`src/rtl/sdr_ref_timer_pkg.sv`:
```
// Shared SDRAM timing parameters and refresh-timer state encodings.
// Cycle counts are derived from the controller clock period.
package sdr_ref_timer_pkg;

    localparam int unsigned CLK_PERIOD_NS = 10;

    // Power-up wait and average refresh interval (64 ms / 8192 rows, rounded down).
    localparam int unsigned INIT_WAIT_NS  = 100_000;
    localparam int unsigned REF_PERIOD_NS = 7_800;

    localparam int unsigned INIT_CYCLES_DEF  = INIT_WAIT_NS / CLK_PERIOD_NS;
    localparam int unsigned REF_INTERVAL_DEF = REF_PERIOD_NS / CLK_PERIOD_NS;

    localparam int unsigned T_RP_CYC  = 2;
    localparam int unsigned T_RFC_CYC = 7;

    typedef logic [1:0] tstate_t;

    localparam tstate_t t_INIT = 2'd0;
    localparam tstate_t t_WAIT = 2'd1;
    localparam tstate_t t_RUN  = 2'd2;

endpackage

```
`src/rtl/sdr_ref_timer_if.sv`:
```
// Refresh-timer to command-controller handshake.
// master = timer side, slave = controller side.
interface sdr_ref_timer_if;

    logic       init_done;
    logic       ref_ack;
    logic       delay_100us;
    logic       ref_req;
    logic [3:0] ref_pending;
    logic       ref_overflow;

    modport master (
        input  init_done,
        input  ref_ack,
        output delay_100us,
        output ref_req,
        output ref_pending,
        output ref_overflow
    );

    modport slave (
        output init_done,
        output ref_ack,
        input  delay_100us,
        input  ref_req,
        input  ref_pending,
        input  ref_overflow
    );

endinterface

```
`src/rtl/sdr_tick_counter.sv`:
```
// Wrap counter 0..MODULUS-1 with enable and synchronous clear.
// tc pulses combinationally on the enabled cycle that wraps.
module sdr_tick_counter #(
    parameter int unsigned MODULUS = 10,
    localparam int unsigned W = (MODULUS > 1) ? $clog2(MODULUS) : 1
) (
    input  logic clk,
    input  logic reset,
    input  logic en,
    input  logic clr,
    output logic tc
);

    logic [W-1:0] count_q;

    always_comb tc = en && (count_q == W'(MODULUS - 1));

    always_ff @(posedge clk or posedge reset) begin
        if (reset) begin
            count_q <= '0;
        end else if (clr) begin
            count_q <= '0;
        end else if (en) begin
            count_q <= tc ? '0 : count_q + W'(1);
        end
    end

endmodule

```
`src/rtl/sdr_ref_timer.sv`:
```
// Power-up wait strobe and periodic auto-refresh request generator with a
// saturating backlog of owed refreshes and a sticky overflow flag.
module sdr_ref_timer
    import sdr_ref_timer_pkg::*;
#(
    parameter int unsigned INIT_CYCLES  = INIT_CYCLES_DEF,
    parameter int unsigned REF_INTERVAL = REF_INTERVAL_DEF,
    parameter int unsigned MAX_PENDING  = 8
) (
    input  logic            clk,
    input  logic            reset,
    sdr_ref_timer_if.master bus
);

    localparam logic [3:0] MAX_P = 4'(MAX_PENDING);

    tstate_t    tstate, tstate_next;
    logic       delay_q, ref_req_q, overflow_q, ack_d;
    logic [3:0] pending_q, pending_next;
    logic       init_tc, tick, run_en, ack_evt, ovf_set;

    assign run_en  = (tstate == t_RUN) && bus.init_done;
    assign ack_evt = bus.ref_ack && !ack_d;

    sdr_tick_counter #(.MODULUS(INIT_CYCLES)) u_init_cnt (
        .clk   (clk),
        .reset (reset),
        .en    (tstate == t_INIT),
        .clr   (1'b0),
        .tc    (init_tc)
    );

    // Held at zero outside an active run so the first tick is a full interval away.
    sdr_tick_counter #(.MODULUS(REF_INTERVAL)) u_ref_cnt (
        .clk   (clk),
        .reset (reset),
        .en    (run_en),
        .clr   (!run_en),
        .tc    (tick)
    );

    always_comb begin
        tstate_next = tstate;
        case (tstate)
            t_INIT:  if (init_tc) tstate_next = t_WAIT;
            t_WAIT:  if (bus.init_done) tstate_next = t_RUN;
            t_RUN:   if (!bus.init_done) tstate_next = t_WAIT;
            default: tstate_next = t_INIT;
        endcase
    end

    always_comb begin
        pending_next = '0;
        ovf_set      = 1'b0;
        if (run_en) begin
            pending_next = pending_q;
            if (tick && !ack_evt) begin
                if (pending_q == MAX_P) begin
                    ovf_set = 1'b1;
                end else begin
                    pending_next = pending_q + 4'd1;
                end
            end else if (ack_evt && !tick && pending_q != 4'd0) begin
                pending_next = pending_q - 4'd1;
            end
        end
    end

    always_ff @(posedge clk or posedge reset) begin
        if (reset) begin
            tstate     <= t_INIT;
            delay_q    <= 1'b0;
            ref_req_q  <= 1'b0;
            pending_q  <= '0;
            overflow_q <= 1'b0;
            ack_d      <= 1'b0;
        end else begin
            tstate     <= tstate_next;
            ack_d      <= bus.ref_ack;
            pending_q  <= pending_next;
            ref_req_q  <= (pending_next != 4'd0);
            if (tstate == t_INIT && init_tc) delay_q <= 1'b1;
            if (ovf_set) overflow_q <= 1'b1;
        end
    end

    assign bus.delay_100us  = delay_q;
    assign bus.ref_req      = ref_req_q;
    assign bus.ref_pending  = pending_q;
    assign bus.ref_overflow = overflow_q;

endmodule

```
`src/flat_wrapper.sv`:
```
// flat-port wrapper written by rule: the top's interface ports become plain ports
module sdr_ref_timer_flat import sdr_ref_timer_pkg::*;
#(
    parameter int unsigned INIT_CYCLES  = INIT_CYCLES_DEF,
    parameter int unsigned REF_INTERVAL = REF_INTERVAL_DEF,
    parameter int unsigned MAX_PENDING  = 8
)
  (clk, reset, bus_init_done, bus_ref_ack, bus_delay_100us, bus_ref_req, bus_ref_pending, bus_ref_overflow);
  sdr_ref_timer_if bus_i ();
  input  logic clk;
  input  logic reset;
  input wire logic [$bits(bus_i.init_done)-1:0] bus_init_done;
  input wire logic [$bits(bus_i.ref_ack)-1:0] bus_ref_ack;
  output wire logic [$bits(bus_i.delay_100us)-1:0] bus_delay_100us;
  output wire logic [$bits(bus_i.ref_req)-1:0] bus_ref_req;
  output wire logic [$bits(bus_i.ref_pending)-1:0] bus_ref_pending;
  output wire logic [$bits(bus_i.ref_overflow)-1:0] bus_ref_overflow;
  assign bus_i.init_done = bus_init_done;
  assign bus_i.ref_ack = bus_ref_ack;
  assign bus_delay_100us = bus_i.delay_100us;
  assign bus_ref_req = bus_i.ref_req;
  assign bus_ref_pending = bus_i.ref_pending;
  assign bus_ref_overflow = bus_i.ref_overflow;
  sdr_ref_timer #(.INIT_CYCLES(INIT_CYCLES), .REF_INTERVAL(REF_INTERVAL), .MAX_PENDING(MAX_PENDING)) u_core (.clk(clk), .reset(reset), .bus(bus_i));
endmodule
```
`config.mk`:
```
export PLATFORM = sky130hd
export DESIGN_NAME = sdr_ref_timer_flat
export DESIGN_NICKNAME = d
export VERILOG_FILES = /design/src/rtl/sdr_ref_timer_pkg.sv /design/src/rtl/sdr_ref_timer_if.sv /design/src/rtl/sdr_tick_counter.sv /design/src/rtl/sdr_ref_timer.sv /design/src/flat_wrapper.sv
export SDC_FILE = /design/constraint.sdc
export NUM_CORES = 1
export LEC_CHECK = 0
export CELL_PAD_IN_SITES_DETAIL_PLACEMENT = 1
export CELL_PAD_IN_SITES_GLOBAL_PLACEMENT = 1
export CORE_MARGIN = 3
export CORE_UTILIZATION = 51
export CTS_BUF_LIST = sky130_fd_sc_hd__clkbuf_8
export DETAILED_ROUTE_END_ITERATION = 16
export PLACE_DENSITY = 0.82
export SYNTH_ARGS = -nofsm -noshare
export SYNTH_HDL_FRONTEND = slang
export SYNTH_SLANG_ARGS = --single-unit
```
`constraint.sdc`:
```
create_clock -name clk -period 5.5 [get_ports clk]
set_clock_uncertainty 0.1 [all_clocks]
set_input_delay 0.55 -clock clk [delete_from_list [all_inputs] [get_ports clk]]
set_output_delay 0.55 -clock clk [all_outputs]
set_load 0.02 [all_outputs]
```
* Yosys cells after proc, flatten, opt, wreduce, memory -nomap -nowiden *
Cells that the tools add are included.

storage, ports and cells
  word-level logic and storage cells = 49
  input bits = 4
  output and inout port bits = 7
  bits in registers = 34

cells by class
  reduce and logical (&&, ||, !) cells = 15
  mux-type cells = 14
  equal/unequal tests = 8
  add/subtract/negate cells = 4

operator list
  operator               number
  $mux 10                2
  $mux 4                 4
  $add 14x1->14 const B  1
  $eq 14x14->1 const B   1
  $mux 14                1
  $add 10x1->10 const B  1
  $eq 10x10->1 const B   1
  $logic_and 1x1->1      8
  $reduce_bool 4->1      2
  $mux 2                 3
  $pmux 2 s3             1
  $add 4x1->4 const B    1
  $eq 4x4->1 const B     1
  $ne 2x2->1 const B     2
  $sub 4x1->4 const B    1
  $logic_not 1->1        3
  $mux 1                 3
  $reduce_and 3->1       1
  $eq 2x1->1 const B     1
  $eq 2x2->1 const B     1
  $logic_not 2->1        1
  $ne 2x1->1 const B     1

* Depth between registers and ports, before layout *
Gate-level depths: netlist (run 1).

  depth in word-level cells = 10
  gate-level depth with buffers = 8
  gate-level depth less buffers = 8

* Modules after synthesis *
A second synthesis (run 1) with hierarchy kept.

second synthesis, totals
  cell total of the unflattened synthesis = 195
  area total of the unflattened synthesis = 1886.8 µm²

modules (own cells, without submodules)
  module                                 area each (µm²)  sequential area each (µm²)  instances  cells an instance
  sdr_tick_counter at u_core.u_init_cnt  755.7            350.3                       1          80
  sdr_ref_timer                          581.8            250.2                       1          61
  sdr_tick_counter at u_core.u_ref_cnt   549.3            250.2                       1          54

* Least setup slack after synthesis (run 1) *
Ideal clock, no wire load.

  path kind = register to register
  start point = reg u_core.pending_q[0], in the netlist u_core.bus.ref_pending[0]
  end point = reg u_core.ref_req_q, in the netlist u_core.bus.ref_req
  arrival time = 1818 ps
  setup time = 139 ps
  path buffers = 0
  stages on the path, launching flop included = 8
  period minus slack after synthesis = 2056 ps
  required time = 5261 ps
  slack = 3444 ps
  cells stage by stage = dfrtp_1 inv_1 ha_1 a31oi_1 mux2i_1 xnor2_1 nor2_1 or4_1

on the way
  cells in the longest elaborated chain, start to end = 6
  elaborated cells between the ends (all ways) = 10
  classes of those cells = 2 x add/sub; 1 x eq/ne; 4 x mux; 3 x reduce/logical

RTL lines
  element                                                              RTL line             RTL
  from (decl)                                                          sdr_ref_timer.sv:19  logic [3:0] pending_q, pending_next;
  from (signal assigned)                                               sdr_ref_timer.sv:80  pending_q <= pending_next;
  parallel branches: the longest is 3 deep, another holds $sub 4x1->4  --
  $mux 4 (*)                                                           sdr_ref_timer.sv:57  if (tick && !ack_evt) begin
  $mux 4 (*)                                                           sdr_ref_timer.sv:55  if (run_en) begin
  via u_core.pending_next[0]                                           sdr_ref_timer.sv:19
  $reduce_bool 4->1 (*)                                                sdr_ref_timer.sv:81  ref_req_q <= (pending_next != 4'd0);
  to (signal assigned)                                                 sdr_ref_timer.sv:81
  to (decl)                                                            sdr_ref_timer.sv:18  logic delay_q, ref_req_q, overflow_q, ack_d;

Mark *: on every way through the listed nets, which the timed path passes.
A chain may end at the register's enable or synchronous reset.

* Worst setup path after layout (run 1) *
  start point = in bus_ref_ack
  end point = reg u_core.ref_req_q, in the netlist u_core.bus.ref_req

on the way
  cells in the longest elaborated chain, start to end = 7
  elaborated cells between the ends (all ways) = 9
  classes of those cells = 3 x mux; 6 x reduce/logical

RTL lines
  element                          RTL line             RTL
  from (decl)                      flat_wrapper.sv:13   input wire logic [$bits(bus_i.ref_ack)-1:0] bus_ref_ack;
  $logic_and 1x1->1 (*)            sdr_ref_timer.sv:23  assign ack_evt = bus.ref_ack && !ack_d;
  $logic_and 1x1->1 (2 in series)  sdr_ref_timer.sv:63  end else if (ack_evt && !tick && pending_q != 4'd0) begin
  $mux 4                           sdr_ref_timer.sv:63
  $mux 4 (*)                       sdr_ref_timer.sv:57
  $mux 4 (*)                       sdr_ref_timer.sv:55
  via u_core.pending_next[0]       sdr_ref_timer.sv:19
  $reduce_bool 4->1 (*)            sdr_ref_timer.sv:81

The timed path passes the listed nets; every way through them passes the cells marked *.

==> key figures, run 1 <==
Global routing
  – Vias in the first global route: 1428
  – Global-route wire length before repair: 6690 um
  – Gr ovfl total: 0
  – Largest net degree at the start of global routing: 35
  – Initial antenna violation count: 0
  – GRT Overall Usage: 0.213

Cells and area
  – Most frequent cells in the layout: 34 x dfrtp_1, 27 x nor2_1, 15 x nand2_1
  – Fillers: 364
  – Area Growth Syn to Fin: 14.2%
  – Diode count: 0
  – Share of layout cells above drive strength 1: 0.0638
  – NumNets Final: 195
  – Most common cell after layout, fill and taps aside: dfrtp_1
  – Fin cells: 232

Die
  – Initial cell density of the core: 0.544
  – Die area: 4030 sq um
  – Io pins: 11
  – Core area: 3100 sq um
  – Die Span Y: 63.5 um
  – Rows: 20
  – Die X: 63.5 um

Yosys
  – Yosys warnings: 0
  – Yosys reg bits: 34
  – Syn Inst Count: 172
  – Syn Nets: 180
  – Seq/Total Area, Yosys: 0.504
  – Syn Area/Cell: 9.81 sq um
  – Main flop type after synthesis: dfrtp_1
  – Synth unique cells: 35
  – Post-synth EDFFs: 0
  – Mapped Area: 1690 sq um
  – Asr flop ratio synth: 1.00

Timing
  – Fin crit share: 0.426
  – Slew Viols, Final: 0
  – Setup TNS: 0 ns
  – Tmin final: 2.34 ns
  – Worst-Margin Slew: 0.510 ns
  – RSZ-0062 raised after global routing: false
  – Final setup fails: 0
  – Relative slew slack: 0.659
  – Final Hold Fails: 0
  – Fmax: 0.427 GHz

Place
  – Placed Cells: 224
  – Final GP Congestion: 0.858
  – HPWL Detailed: 2690 um
  – IO buf count: 10

Power
  – Peak supply drop: 224 uV
  – LEAKAGE: 0.000861 uW
  – Int Pwr: 433 uW
  – Pwr Density: 327 nW/um^2
  – Psw: 197 uW
  – Seq pwr share: 0.516
  – Comb power frac: 0.187
  – Clock power share: 0.297
  – Switching share of power: 0.313

Route
  – DRC viols: 0
  – Iteration-0 DRC Markers: 81
  – First-pass iteration count of the detailed router: 4
  – Wire per inst: 16.1 um
  – Final ANT Viol Nets: 0
  – Via count: 1291
  – WL final: 3750 um
  – Via-per-instance ratio: 5.56

Hold path
  – Worst hold path type: register to register

Clock tree
  – Clk root buf: clkbuf_8
  – Sink Count: 34
  – CTS tree: built
  – Post-CTS setup buffer count: 0
  – CTS max path bufs: 2
  – Latest clock arrival within the worst-skew pair: 0.28 ns
  – H-tree levels: 2
  – Post-CTS sizing: 0
  – Hold buffer count at CTS: 0
  – CTS buffer count: 5
  – Clk pin slew, worst setup/hold paths: 0.07 ns

Status
  – Outcome: finished, final reports clean

Worst setup path
  – Crit path DAT: 2.40 ns
  – Worst setup SP type: input pin
  – Worst Path Required: 5.56 ns
  – CP Class: input pin to register
  – Crit-path max FO: 5
  – CP endpoint kind: register

Flow run
  – Max cap viols: 0
## flip-flops by register name, indices dropped and copies added, names as in the netlist
name                       flops
u_core.tstate                  2
u_core.u_ref_cnt.count_q      10
u_core.bus.ref_overflow        1
u_core.bus.ref_pending         4
u_core.u_init_cnt.count_q     14
u_core.ack_d                   1
u_core.bus.delay_100us         1
u_core.bus.ref_req             1
## Yosys cell counts (3+ instances only)
| master | n | area, sq um |
|---|---|---|
| nand3_1 | 13 | 65.1 |
| or2_2 | 3 | 18.8 |
| ha_1 | 4 | 50.1 |
| xor2_1 | 13 | 114 |
| nand2_1 | 15 | 56.3 |
| xnor2_1 | 10 | 87.6 |
| nor2_1 | 27 | 101 |
| nor3_1 | 3 | 15.0 |
| nand4_1 | 4 | 25.0 |
| inv_1 | 8 | 30.0 |
| a31oi_1 | 5 | 31.3 |
| dfrtp_1 | 34 | 851 |
| a21oi_1 | 4 | 20.0 |
| and3_1 | 3 | 18.8 |
## worst max-delay path, stage by stage
cell and delay [ns]:
clkdlybuf4s50_1 0.49, nor2b_1 0.31, a31oi_1 0.08, mux2i_1 0.24
xnor2_1 0.19, nor2_1 0.08, or4_1 0.46
## layout make-up
type / count / area [sq um] / area share
multi-input combinational: 127 / 791 / 0.411
clock buffer: 6 / 82.6 / 0.0429
inverter: 8 / 30.0 / 0.0156
tap: 44 / 55.1 / 0.0286
sequential: 34 / 851 / 0.442
timing repair buffer: 11 / 108 / 0.0559
clock inverter: 2 / 8.76 / 0.00455
## layer usage
| metal | track usage | up-vias | wire length [um] |
|---|---|---|---|
| met4 | 0.0593 | 0 | 21 |
| li1 | - | 618 | - |
| met5 | 0 | - | 0 |
| met3 | 0.0624 | 4 | 101 |
| met2 | 0.369 | 20 | 2000 |
| met1 | 0.255 | 649 | 1620 |
## power groups by stage
stage | sequential, uW | combinational (uW) | clock [uW]
3_3_place_gp | 326 | 110 | 0
2_1_floorplan | 319 | 93.4 | 0
5_1_grt | 332 | 138 | 209
4_1_cts | 325 | 120 | 193
6_report | 325 | 118 | 187
3_5_place_dp | 329 | 117 | 0
## stage by stage
step / power, uW / worst slack (ns) / util / hold WS, ns / instance area, sq um
final: 630 / 3.16 / 0.621 / 0.374 / 1930
after global routing: 679 / 3.03 / 0.621 / 0.394 / 1930
after CTS: 638 / 3.18 / 0.621 / 0.376 / 1930
after floorplan: 412 / 3.44 / - / 0.348 / 1690
after global placement: 437 / 3.03 / 0.591 / 0.351 / 1830
after detailed placement: 446 / 2.94 / 0.591 / 0.361 / 1830
## path summary, 6_finish.rpt
path / from / end / slack [ns] / cells past startpoint
min in group asynchronous: reset / u_core.ack_d / 0.56 / 3
setup reg to reg: u_core.u_ref_cnt.count_q[5] / u_core.bus.ref_req / 3.17 / 6
hold reg to reg: u_core.bus.delay_100us / u_core.bus.delay_100us / 0.37 / 1
max in group asynchronous: reset / u_core.u_init_cnt.count_q[5] / 4.44 / 3
hold / removal: u_core.bus.delay_100us / u_core.bus.delay_100us / 0.37 / 1
setup / recovery: bus_ref_ack / u_core.bus.ref_req / 3.16 / 7
## logic make-up after synthesis
kind of cell	share of synthesized area
compound gates	0.0705
xor+xnor	0.119
fa+ha+maj	0.0297
buf+inv	0.0267
flops	0.504
mux	0.0119
simple gates	0.237
(Power assumes the default switching activity.)
==> run 2: changes to the inputs <==
--- a/config.mk
+++ b/config.mk
@@ -8,10 +8,10 @@
 export CELL_PAD_IN_SITES_DETAIL_PLACEMENT = 1
 export CELL_PAD_IN_SITES_GLOBAL_PLACEMENT = 1
 export CORE_MARGIN = 3
-export CORE_UTILIZATION = 51
+export CORE_UTILIZATION = 47
 export CTS_BUF_LIST = sky130_fd_sc_hd__clkbuf_8
 export DETAILED_ROUTE_END_ITERATION = 16
-export PLACE_DENSITY = 0.82
+export PLACE_DENSITY = 0.76
 export SYNTH_ARGS = -nofsm -noshare
 export SYNTH_HDL_FRONTEND = slang
 export SYNTH_SLANG_ARGS = --single-unit
==> constraint.sdc (replaced) <==
create_clock -name clk -period 2.4 [get_ports clk]
set_clock_uncertainty 0.1 [all_clocks]
set_input_delay 0.24 -clock clk [delete_from_list [all_inputs] [get_ports clk]]
set_output_delay 0.24 -clock clk [all_outputs]
set_load 0.02 [all_outputs]
==> run 2 against run 1 <==
Clock power rose to 2.7 times the previous value. Hold slack got worse by 0.13 ns. Total power is 140% higher. Utilization shrank 4.4 points. Final cell count grew 1.3%.
==> key figures, run 2 (synthesis gave the netlist of run 1 again) <==
Flow run
  – Max cap viols: 0 (unchanged)

Timing
  – Setup TNS: 0 ns (unchanged)
  – Fin crit share: 0.937
  – Worst-Margin Slew: 0.461 ns (-0.0485 ns)
  – Tmin final: 2.25 ns
  – Relative slew slack: 0.690 (+0.0312)
  – Final setup fails: 0 (unchanged)
  – Slew Viols, Final: 0 (unchanged)
  – RSZ-0062 raised after global routing: false
  – Final Hold Fails: 0 (unchanged)
  – Fmax: 0.445 GHz
  – Hold slack: 0.244 ns (-0.130 ns)

Cells and area
  – Diode count: 0 (unchanged)
  – Area Growth Syn to Fin: 15.9%
  – Multi-input combinational cell area: 796 sq um (+0.63%)
  – Util after Layout: 0.577 (-0.0436)
  – Most common cell after layout, fill and taps aside: dfrtp_1
  – Share of layout cells above drive strength 1: 0.0688 (+0.00495)
  – Seq. cell area: 851 sq um (unchanged)
  – Most frequent cells in the layout: 34 x dfrtp_1, 27 x nor2_1, 15 x nand2_1
  – NumNets Final: 196 (+0.51%)
  – Max reg flops: 14 (unchanged)
  – Fillers: 379 (+4.1%)
  – Top reg by flops: u_core.u_init_cnt.count_q
  – Fin cells: 235 (+1.3%)

Route
  – Iteration-0 DRC Markers: 62 (-23%)
  – DRC viols: 0 (unchanged)
  – Final ANT Viol Nets: 0 (unchanged)
  – First-pass iteration count of the detailed router: 4 (unchanged)
  – Via count: 1292 (+0.077%)
  – Via-per-instance ratio: 5.50 (-1.2%)
  – WL final: 3810 um (+1.6%)
  – Wire per inst: 16.2 um (+0.28%)

Clock tree
  – Clk root buf: clkbuf_8
  – H-tree levels: 2 (unchanged)
  – CTS max path bufs: 2 (unchanged)
  – CTS buffer count: 5 (unchanged)
  – Post-CTS setup buffer count: 0 (unchanged)
  – CTS tree: built
  – Latest clock arrival within the worst-skew pair: 0.29 ns (about the same)
  – Sink Count: 34 (unchanged)
  – Clk pin slew, worst setup/hold paths: 0.07 ns (about the same)

Power
  – Pwr Density: 786 nW/um^2 (+140%)
  – LEAKAGE: 0.000875 uW (+1.6%)
  – Pwr Total: 1540 uW (+140%)
  – Peak supply drop: 503 uV (+120%)

Worst setup path
  – Top delay family on crit path: simple AND/OR/NAND/NOR gates
  – Crit path max-delay cell type: or4_1
  – Buf+Inv Stages, Crit Path: 0 (-1)
  – Crit-path max FO: 5 (unchanged)
  – Critical Path, Cell by Cell: and4bb_1 > and4_1 > mux2i_1 > xnor2_1 > nor2_1 > or4_1
  – Largest stage delay, worst path: 0.46 ns (-0.03 ns)
  – CP Class: register to register
  – Crit path DAT: 2.31 ns (-0.09 ns)
  – Worst Path Required: 2.46 ns (-3.10 ns)
  – Worst setup SP type: register
  – CP endpoint kind: register

Global routing
  – Initial antenna violation count: 0 (unchanged)
  – Vias in the first global route: 1401 (-1.9%)
  – Largest net degree at the start of global routing: 35 (unchanged)
  – Global-route wire length before repair: 6800 um (+1.6%)
  – Gr ovfl total: 0 (unchanged)
  – GRT Overall Usage: 0.211 (-0.00216)

Place
  – Placed Cells: 227 (+1.3%)
  – HPWL Detailed: 2680 um (-0.11%)
  – IO buf count: 10 (unchanged)
  – Final GP Congestion: 0.887 (+3.3%)

Die
  – Io pins: 11 (unchanged)
  – Core area: 3390 sq um (+9.2%)
  – Die area: 4340 sq um (+7.7%)
  – Die Span Y: 65.9 um (+3.8%)
  – Rows: 21 (+5.0%)
  – Die X: 65.9 um (+3.8%)
  – Initial cell density of the core: 0.498 (-0.0459)

Status
  – Outcome: finished, final reports clean

Hold path
  – Worst hold path type: input pin to async pin
run 2: cell count changes in the layout (fill, tap and decap cells not counted):
cell       change
bufinv_16      +1
nor3_2         +1
buf_4          +1
inv_1          +1
clkbuf_8       -1
clkinv_2       -1
nor3_1         -1
run 2: worst reg2reg max path, cell delays in order (launching register included):
cell and delay [ns]:
dfrtp_1 0.44, and4bb_1 0.32, and4_1 0.31, mux2i_1 0.27, xnor2_1 0.15, nor2_1 0.07, or4_1 0.46
run 2: layout make-up:
class	instances	share of cell area
repair buffers	12	0.0589
well taps	46	0.0294
flip-flops and latches	34	0.435
multi-input cells	127	0.407
clock inverters	3	0.0192
clock buffers	5	0.0352
inverters	8	0.0154
run 2: through the flow:
stage	worst slack, ns	area, sq um
global route	0.0254	1960
detailed placement	0.0838	1840
floorplan	0.344	1690
CTS	0.0992	1950
finish	0.151	1960
global placement	0.162	1840
run 2: worst paths after layout:
check / slack [ns] / endpoint / cells after the start / startpoint
hold reg to reg: 0.37 / u_core.bus.ref_overflow / 1 / u_core.bus.ref_overflow
hold / removal: 0.24 / u_core.u_ref_cnt.count_q[2] / 3 / reset
min in group clk: 0.37 / u_core.ack_d / 1 / bus_ref_ack
setup / recovery: 0.15 / u_core.bus.ref_req / 6 / u_core.u_ref_cnt.count_q[2]
max in group asynchronous: 1.65 / u_core.ack_d / 3 / reset
setup reg to reg: 0.15 / u_core.bus.ref_req / 6 / u_core.u_ref_cnt.count_q[2]
run 2: report_power, final:
part | leakage (uW) | internal [uW] | switching (uW)
Clock | 0.0000607 | 302 | 206
Sequential | 0.000460 | 648 | 101
Combinational | 0.000354 | 124 | 156
Total | 0.000875 | 1070 | 463
run 2: per-layer routing:
layer	GRT usage	up-vias	part of all wire	wire length [um]
met5	0	-	0	0
met4	0.0803	0	0.017	63
met3	0.0561	7	0.032	120
met2	0.368	21	0.53	2030
met1	0.244	641	0.42	1600
li1	-	623	-	-
run 2: what timing repair did:
item	CTS	global route
endpoints found under the hold margin	0	0
hold buffers	0	0
endpoints found under the setup margin	0	1
gates resized for setup	0	1
==> run 3: changes to the inputs <==
--- a/config.mk
+++ b/config.mk
@@ -12,6 +12,7 @@
 export CTS_BUF_LIST = sky130_fd_sc_hd__clkbuf_8
 export DETAILED_ROUTE_END_ITERATION = 16
 export PLACE_DENSITY = 0.76
+export SLEW_MARGIN = 20
 export SYNTH_ARGS = -nofsm -noshare
 export SYNTH_HDL_FRONTEND = slang
 export SYNTH_SLANG_ARGS = --single-unit
==> results of run 3 <==
Final layout, timing and power as in run 2 (identical DEF).
